File: src/rtl/uart_tx_arbiter.sv
// Round-robin arbiter sharing one UART_tx among NUM_REQ packet sources. Grants change only
// at packet boundaries; bytes are handed over via tx_data/trmt/tx_done with a stall watchdog.
module uart_tx_arbiter #(
    parameter int unsigned NUM_REQ    = 2,
    parameter int unsigned TX_TIMEOUT = 1048576
) (
    input  logic                 clk,
    input  logic                 rst,
    input  logic [NUM_REQ-1:0]   req,
    input  logic [8*NUM_REQ-1:0] byte_data,
    input  logic [NUM_REQ-1:0]   byte_vld,
    input  logic [NUM_REQ-1:0]   byte_last,
    output logic [NUM_REQ-1:0]   byte_ack,
    output logic [NUM_REQ-1:0]   grant,
    output logic [7:0]           tx_data,
    output logic                 trmt,
    input  logic                 tx_done,
    output logic                 busy,
    output logic                 timeout_err
);

    localparam int unsigned       IDX_W    = $clog2(NUM_REQ);
    localparam int unsigned       WD_W     = $clog2(TX_TIMEOUT);
    localparam logic [WD_W-1:0]   WD_LAST  = WD_W'(TX_TIMEOUT - 1);
    localparam logic [WD_W-1:0]   WD_MAX   = '1;
    localparam logic [IDX_W-1:0]  LAST_IDX = IDX_W'(NUM_REQ - 1);

    typedef enum logic [1:0] {
        StIdle,
        StSend,
        StWait
    } state_e;

    state_e           state_q;
    logic [IDX_W-1:0] owner_q;
    logic [IDX_W-1:0] rr_ptr_q;
    logic [WD_W-1:0]  wd_cnt_q;
    logic             last_flag_q;

    logic             pick_vld;
    logic [IDX_W-1:0] pick_idx;
    logic [7:0]       own_data;
    logic             own_vld;
    logic             own_last;
    logic             own_req;

    // First pending requester after rr_ptr, wrapping around.
    always_comb begin
        int unsigned cand;
        logic [IDX_W-1:0] cand_idx;
        pick_vld = 1'b0;
        pick_idx = '0;
        cand     = 0;
        cand_idx = '0;
        for (int unsigned k = 1; k <= NUM_REQ; k++) begin
            cand     = (32'(rr_ptr_q) + k) % NUM_REQ;
            cand_idx = IDX_W'(cand);
            if (!pick_vld && req[cand_idx]) begin
                pick_vld = 1'b1;
                pick_idx = cand_idx;
            end
        end
    end

    always_comb begin
        own_data = 8'h00;
        own_vld  = 1'b0;
        own_last = 1'b0;
        own_req  = 1'b0;
        for (int i = 0; i < NUM_REQ; i++) begin
            if (owner_q == IDX_W'(i)) begin
                own_data = byte_data[8*i +: 8];
                own_vld  = byte_vld[i];
                own_last = byte_last[i];
                own_req  = req[i];
            end
        end
    end

    assign byte_ack = (state_q == StSend) ? (grant & byte_vld) : '0;
    assign busy     = (state_q != StIdle);

    always_ff @(posedge clk) begin
        if (rst) begin
            state_q     <= StIdle;
            owner_q     <= '0;
            rr_ptr_q    <= LAST_IDX;
            wd_cnt_q    <= '0;
            last_flag_q <= 1'b0;
            grant       <= '0;
            tx_data     <= 8'h00;
            trmt        <= 1'b0;
            timeout_err <= 1'b0;
        end else begin
            trmt        <= 1'b0;
            timeout_err <= 1'b0;
            unique case (state_q)
                StIdle: begin
                    if (pick_vld) begin
                        owner_q <= pick_idx;
                        grant   <= NUM_REQ'(1) << pick_idx;
                        state_q <= StSend;
                    end
                end
                StSend: begin
                    if (own_vld) begin
                        tx_data     <= own_data;
                        last_flag_q <= own_last;
                        trmt        <= 1'b1;
                        wd_cnt_q    <= '0;
                        state_q     <= StWait;
                    end else if (!own_req) begin
                        grant    <= '0;
                        rr_ptr_q <= owner_q;
                        state_q  <= StIdle;
                    end
                end
                StWait: begin
                    if (wd_cnt_q != WD_MAX) begin
                        wd_cnt_q <= wd_cnt_q + 1'b1;
                    end
                    // UART_tx clears tx_done while trmt is high, so that cycle is skipped.
                    if (!trmt) begin
                        if (tx_done) begin
                            wd_cnt_q <= '0;
                            if (last_flag_q) begin
                                grant    <= '0;
                                rr_ptr_q <= owner_q;
                                state_q  <= StIdle;
                            end else begin
                                state_q <= StSend;
                            end
                        end else if (wd_cnt_q == WD_LAST) begin
                            wd_cnt_q    <= '0;
                            timeout_err <= 1'b1;
                            grant       <= '0;
                            rr_ptr_q    <= owner_q;
                            state_q     <= StIdle;
                        end
                    end
                end
                default: state_q <= StIdle;
            endcase
        end
    end

endmodule
File: config.mk
export PLATFORM = sky130hd
export DESIGN_NAME = uart_tx_arbiter
export DESIGN_NICKNAME = d
export VERILOG_FILES = /design/src/rtl/uart_tx_arbiter.sv
export SDC_FILE = /design/constraint.sdc
export NUM_CORES = 1
export LEC_CHECK = 0
export ABC_CLOCK_PERIOD_IN_PS = 2700
export BUFFER_PORTS_ARGS = -buffer_cell sky130_fd_sc_hd__buf_2
export CELL_PAD_IN_SITES_DETAIL_PLACEMENT = 2
export CELL_PAD_IN_SITES_GLOBAL_PLACEMENT = 2
export CORE_UTILIZATION = 33
export CTS_CLUSTER_SIZE = 20
export DETAILED_ROUTE_END_ITERATION = 6
export GPL_TIMING_DRIVEN = 0
export PLACE_DENSITY_LB_ADDON = 0.1
export SLEW_MARGIN = 20
export SYNTH_ARGS = -nofsm -noshare
export SYNTH_HDL_FRONTEND = slang
export SYNTH_SLANG_ARGS = --single-unit
File: constraint.sdc
create_clock -name clk -period 2.7 [get_ports clk]
set_input_delay 0.27 -clock clk [delete_from_list [all_inputs] [get_ports clk]]
set_output_delay 0.27 -clock clk [all_outputs]
set_load 0.02 [all_outputs]
Yosys cells after proc, flatten, opt, wreduce, memory -nomap -nowiden --
Index checks and enable logic that the tools add are counted.
Word-level totals: register bits 37, bits in latches 0, memory bits (writable) 0, memory bits (read-only) 0, bits of input ports 25, output and inout port bits 15, word-level logic and storage cells 86, memories kept 0
Cells by class: add/subtract/negate cells 3, multipliers 0, divide/modulo/power cells 0, order comparisons 2, equality and inequality tests 12, shift operators 1, mux-type cells 42, bitwise logic cells 3, reduce and logical (&&, ||, !) cells 14
Operators by type and width (number):
- 20-bit 2-to-1 mux | 5
- 20-bit one-hot mux with 2 select lines | 1
- 2-bit 2-to-1 mux | 12
- 20-bit by 1-bit adder with 20-bit output, second input constant | 1
- 20-bit == test, second input constant | 1
- 1-bit 2-to-1 mux | 20
- 20-bit != test, second input constant | 1
- 2-bit one-hot mux with 3 select lines | 2
- 2-bit != test, second input constant | 5
- 3-bit != test, second input constant | 3
- 8-bit 2-to-1 mux | 1
- 7-bit AND reduction | 1
- 2-bit AND reduction | 3
- 6-bit AND reduction | 1
- 1-bit by 2-bit < comparator with 1-bit output, second input constant | 2
- 4-bit AND reduction | 1
- 2-bit nonzero test | 2
- 4-bit OR reduction | 1
- 3-bit nonzero test | 1
- 1-bit adder, second input constant | 2
- 2-bit bitwise AND | 1
- 2-bit by 1-bit == test with 1-bit output, second input constant | 1
- 2-bit == test, second input constant | 1
- 2-bit logical NOT | 1
- 6 further kinds | 7

Depth between registers and ports, before layout --
depth after elaboration 10, depth in mapped cells 9, depth with buffers taken out 9

Worst setup path before layout --
OpenSTA, ideal clock, no wires.
kind reg2reg, start point register wd_cnt_q[0], end point register wd_cnt_q[7], library setup time 115 ps, arrival 1754 ps, data required time 2585 ps, path slack 831 ps, cell stages (with the launch flop) 8, path buffers 1, clock period less this slack 1869 ps, path through dfxtp_1 ha_1 nand3_1 or3_4 o31ai_4 a21o_2 buf_6 nor2_1
Between the ends: longest elaborated chain between the ends 6, elaborated cells on any way between the ends 8, classes of those cells add/sub: 1; eq/ne: 2; mux: 5
Ends and longest elaborated chain:
- start: declaration | line 37 | logic [WD_W-1:0] wd_cnt_q;
- start signal: assignment | line 120 | wd_cnt_q <= wd_cnt_q + 1'b1;
- 20-bit by 1-bit adder with 20-bit output / 20-bit != test (equally long branches) | line 120, 119
- 20-bit 2-to-1 mux | line 119 | if (wd_cnt_q != WD_MAX) begin
- 20-bit 2-to-1 mux | line 133 | end else if (wd_cnt_q == WD_LAST) begin
- 20-bit 2-to-1 mux | line 124 | if (tx_done) begin
- 20-bit 2-to-1 mux (*) | line 123 | if (!trmt) begin
- 20-bit one-hot mux with 2 select lines (*) | line 97 | unique case (state_q)
Mark *: on every way between the ends. The rest lies on a longest branch, timed or not. A chain may end at the register's enable or synchronous reset.

Worst setup path after layout --
start point register state_q[1], end point register wd_cnt_q[11]
Between the ends: longest elaborated chain between the ends 3, elaborated cells on any way between the ends 6, classes of those cells eq/ne: 3; mux: 1; reduce/logical: 2
Ends and longest elaborated chain:
- start: declaration | line 34 | state_e state_q;
- start signal: assignment | line 85 | state_q <= StIdle;
- start signal: assignment | line 102 | state_q <= StSend;
- start signal: assignment | line 111 | state_q <= StWait;
- 2-bit by 1-bit == test with 1-bit output / 2-bit == test (equally long branches) | line 97
- 2-bit != test (no line) / 2-bit nonzero test (equally long branches)
- 2-bit AND reduction (no line)
Parallel ways exist; a longest one is shown, timed or not.

==> impl_results.md <==
* Outcome: completed
* Vias at 1934
* Post-detail-place hpwl at 4390 um
* Worst VDD drop at 0.000280 V
* Fill count at 701
* Antenna viol nets, final at 0
* # diodes at 0
* Clk Latency, worst-skew pair at 300 ps
* GPL Wtd Cong at 0.713
* Top_reg_cell synth: dfxtp_1
* Most frequent cells after synthesis: dfxtp_1, nor2_1, nand2_1
* Minimum clock period at 2220 ps
* WHS at 296 ps
* Final Skew at 5.81 ps
* Unique masters post-synth at 54
* FMAX at 0.450 GHz
* Count leader, synth: dfxtp_1
* Min-Delay Path Class: input pin to register
* Number of top-level pins at 40
* # Max-Cap Violations at 0
* PortBufs at 38
* Unrepaired setup endpoints after global routing: no
* Tot GR Track Use at 18.8%
* Core area at 5990 um^2
* Worst slew pin tran at 1040 ps
* CTS Sinks at 37
* Synth top area cells: dfxtp_1, nor2_1, mux2i_1, a211oi_1, ha_1
* # nets final at 314
* H-tree Lvls at 2
* Grt ovf at 0
* Drc violations at 0
* Total die area at 6580 um^2
* DRT Pass-1 Iters at 4
* Dpl cell area at 2350 um^2
* DR vias/cell at 5.39
* Die width at 81.1 um
* Post-Syn Area at 2070 um^2
* Cts repair resizes at 0
* Fin util at 40.9%
* Global-route wire length before repair at 9450 um
* Setup slack at placement at 451 ps
* Area grow syn2layout at 18.6%
* CP required at 2930 ps
* Ys async rst share at 0%
* PwrDens at 647 nW/um^2
* Tot Pwr at 1.59 mW
* Synthesized area per cell at 8.68 um^2
* Post-synth net total at 269
* Worst Setup Slack, final at 478 ps
* FF/Latch Area at 741 um^2
* Post-synth EDFFs at 0
* Post-synthesis register bit count at 37
* Fin area at 2450 um^2
* Critical Path AT at 2450 ps
* Placed cells at 351
* Slew Viols, Final at 0
* Slew HR at 29.9%
* Top cell type's share of synthesized area at 35.8%
* Fin. Hold Viols at 0
* Tcrit/Tclk final at 82.3%
* Critical Path Fanout Max at 10
* Area of the multi-input gates at 1230 um^2
* Cts bufs inserted at 5
* Wirelength per Cell at 15.9 um
* Layout cell share with drive strength beyond 1 at 22.9%
* Initial DRC count at 35
* Critical Path Source Type: register
* Postcts setup bufs at 0
* Maximum buffer depth of the clock tree at 2
* Vias in the first global route at 1951
* Setup TNS at 0 ps
* Cts hold-fix bufs at 0
* Worst setup EP type: register
* Row cnt at 28
* Final non-filler cell total at 359
* Post-Route WL at 5710 um
* Root buffer cell: clkbuf_8
* Pleak at 0.925 nW
* TritonCTS clock tree: done
* Register area share after synthesis at 35.8%
* Kind of critical path: register to register
* Yosys warnings at 0
* Post-synth top area cell: dfxtp_1
* Worst-path clk slew at 80 ps
* Initial Util at 34.5%
* Final setup vio count at 0
* Antenna violations before repair at 0
* Mapped Cells at 238
* Die H at 81.1 um
* Largest net degree at the start of global routing at 12
[power breakdown]
part / switching, mW / internal, mW / total, mW / leakage [nW]
combinational: 0.319 / 0.183 / 0.502 / 0.570
clock: 0.216 / 0.231 / 0.447 / 0.0542
sequential: 0.0352 / 0.602 / 0.637 / 0.300
[kinds of logic after synthesis]
kind of cell / Yosys count / synth area share [%]
compound gates: 55 / 21.2
xor+xnor: 11 / 4.66
fa+ha+maj: 6 / 3.63
buf+inv: 21 / 4.66
flops: 37 / 35.8
mux: 14 / 7.45
simple gates: 94 / 22.5
[final timing paths]
kind	startpoint	slack (ps)	cells past startpoint	endpoint
max	state_q[1]	480	8	wd_cnt_q[11]
min	tx_done	300	4	timeout_err
max reg2reg	state_q[1]	480	8	wd_cnt_q[11]
min reg2reg	grant[1]	490	2	grant[1]
[cell type report]
cell class	instances	share of cell area (%)
timing repair buffer	38	7.76
multi-input combinational	180	50.2
sequential	37	30.2
inverter	9	1.38
clock buffer	7	3.93
tap	75	3.83
clock inverter	1	0.204
buffer	12	2.55
[cells in the final DEF, fill, tap and decap left out, drive strengths merged, types with 2 or more instances in the layout]
cell type  instances
nor3               3
a21oi              8
a211oi            14
o21ai              4
nand2b             2
xor2               8
nand3              9
nor4               4
a31oi              2
o211ai             5
clkbuf            10
and3               5
dfxtp             37
a21o               2
a211o              3
nand4              7
mux2i             13
or3                2
nand2             18
o2111ai            4
buf               47
nor2              36
ha                 6
a21boi             2
inv                9
o41ai              4
xnor2              3
[routing by layer]
metal | part of all wire (%) | global-route usage (%)
met4 | 1.4 | 6.96
met1 | 46 | 22.9
met3 | 4.2 | 4.61
met2 | 48 | 31.9
met5 | 0 | 0
[flip-flops by register name, indices dropped and copies added (netlist names)]
| register | count |
|---|---|
| rr_ptr_q | 1 |
| state_q | 2 |
| last_flag_q | 1 |
| grant | 2 |
| timeout_err | 1 |
| owner_q | 1 |
| wd_cnt_q | 20 |
| trmt | 1 |
| tx_data | 8 |
[worst max-delay path, cell delays in order (launching register included)]
cell       delay [ps]
dfxtp_1           340
inv_1             110
ha_1              150
clkbuf_1          370
nor2_1            150
a21oi_2           280
o2111ai_1         250
or3_1             360
a21oi_1           150
No activity file was read; power rests on OpenSTA's default activity.
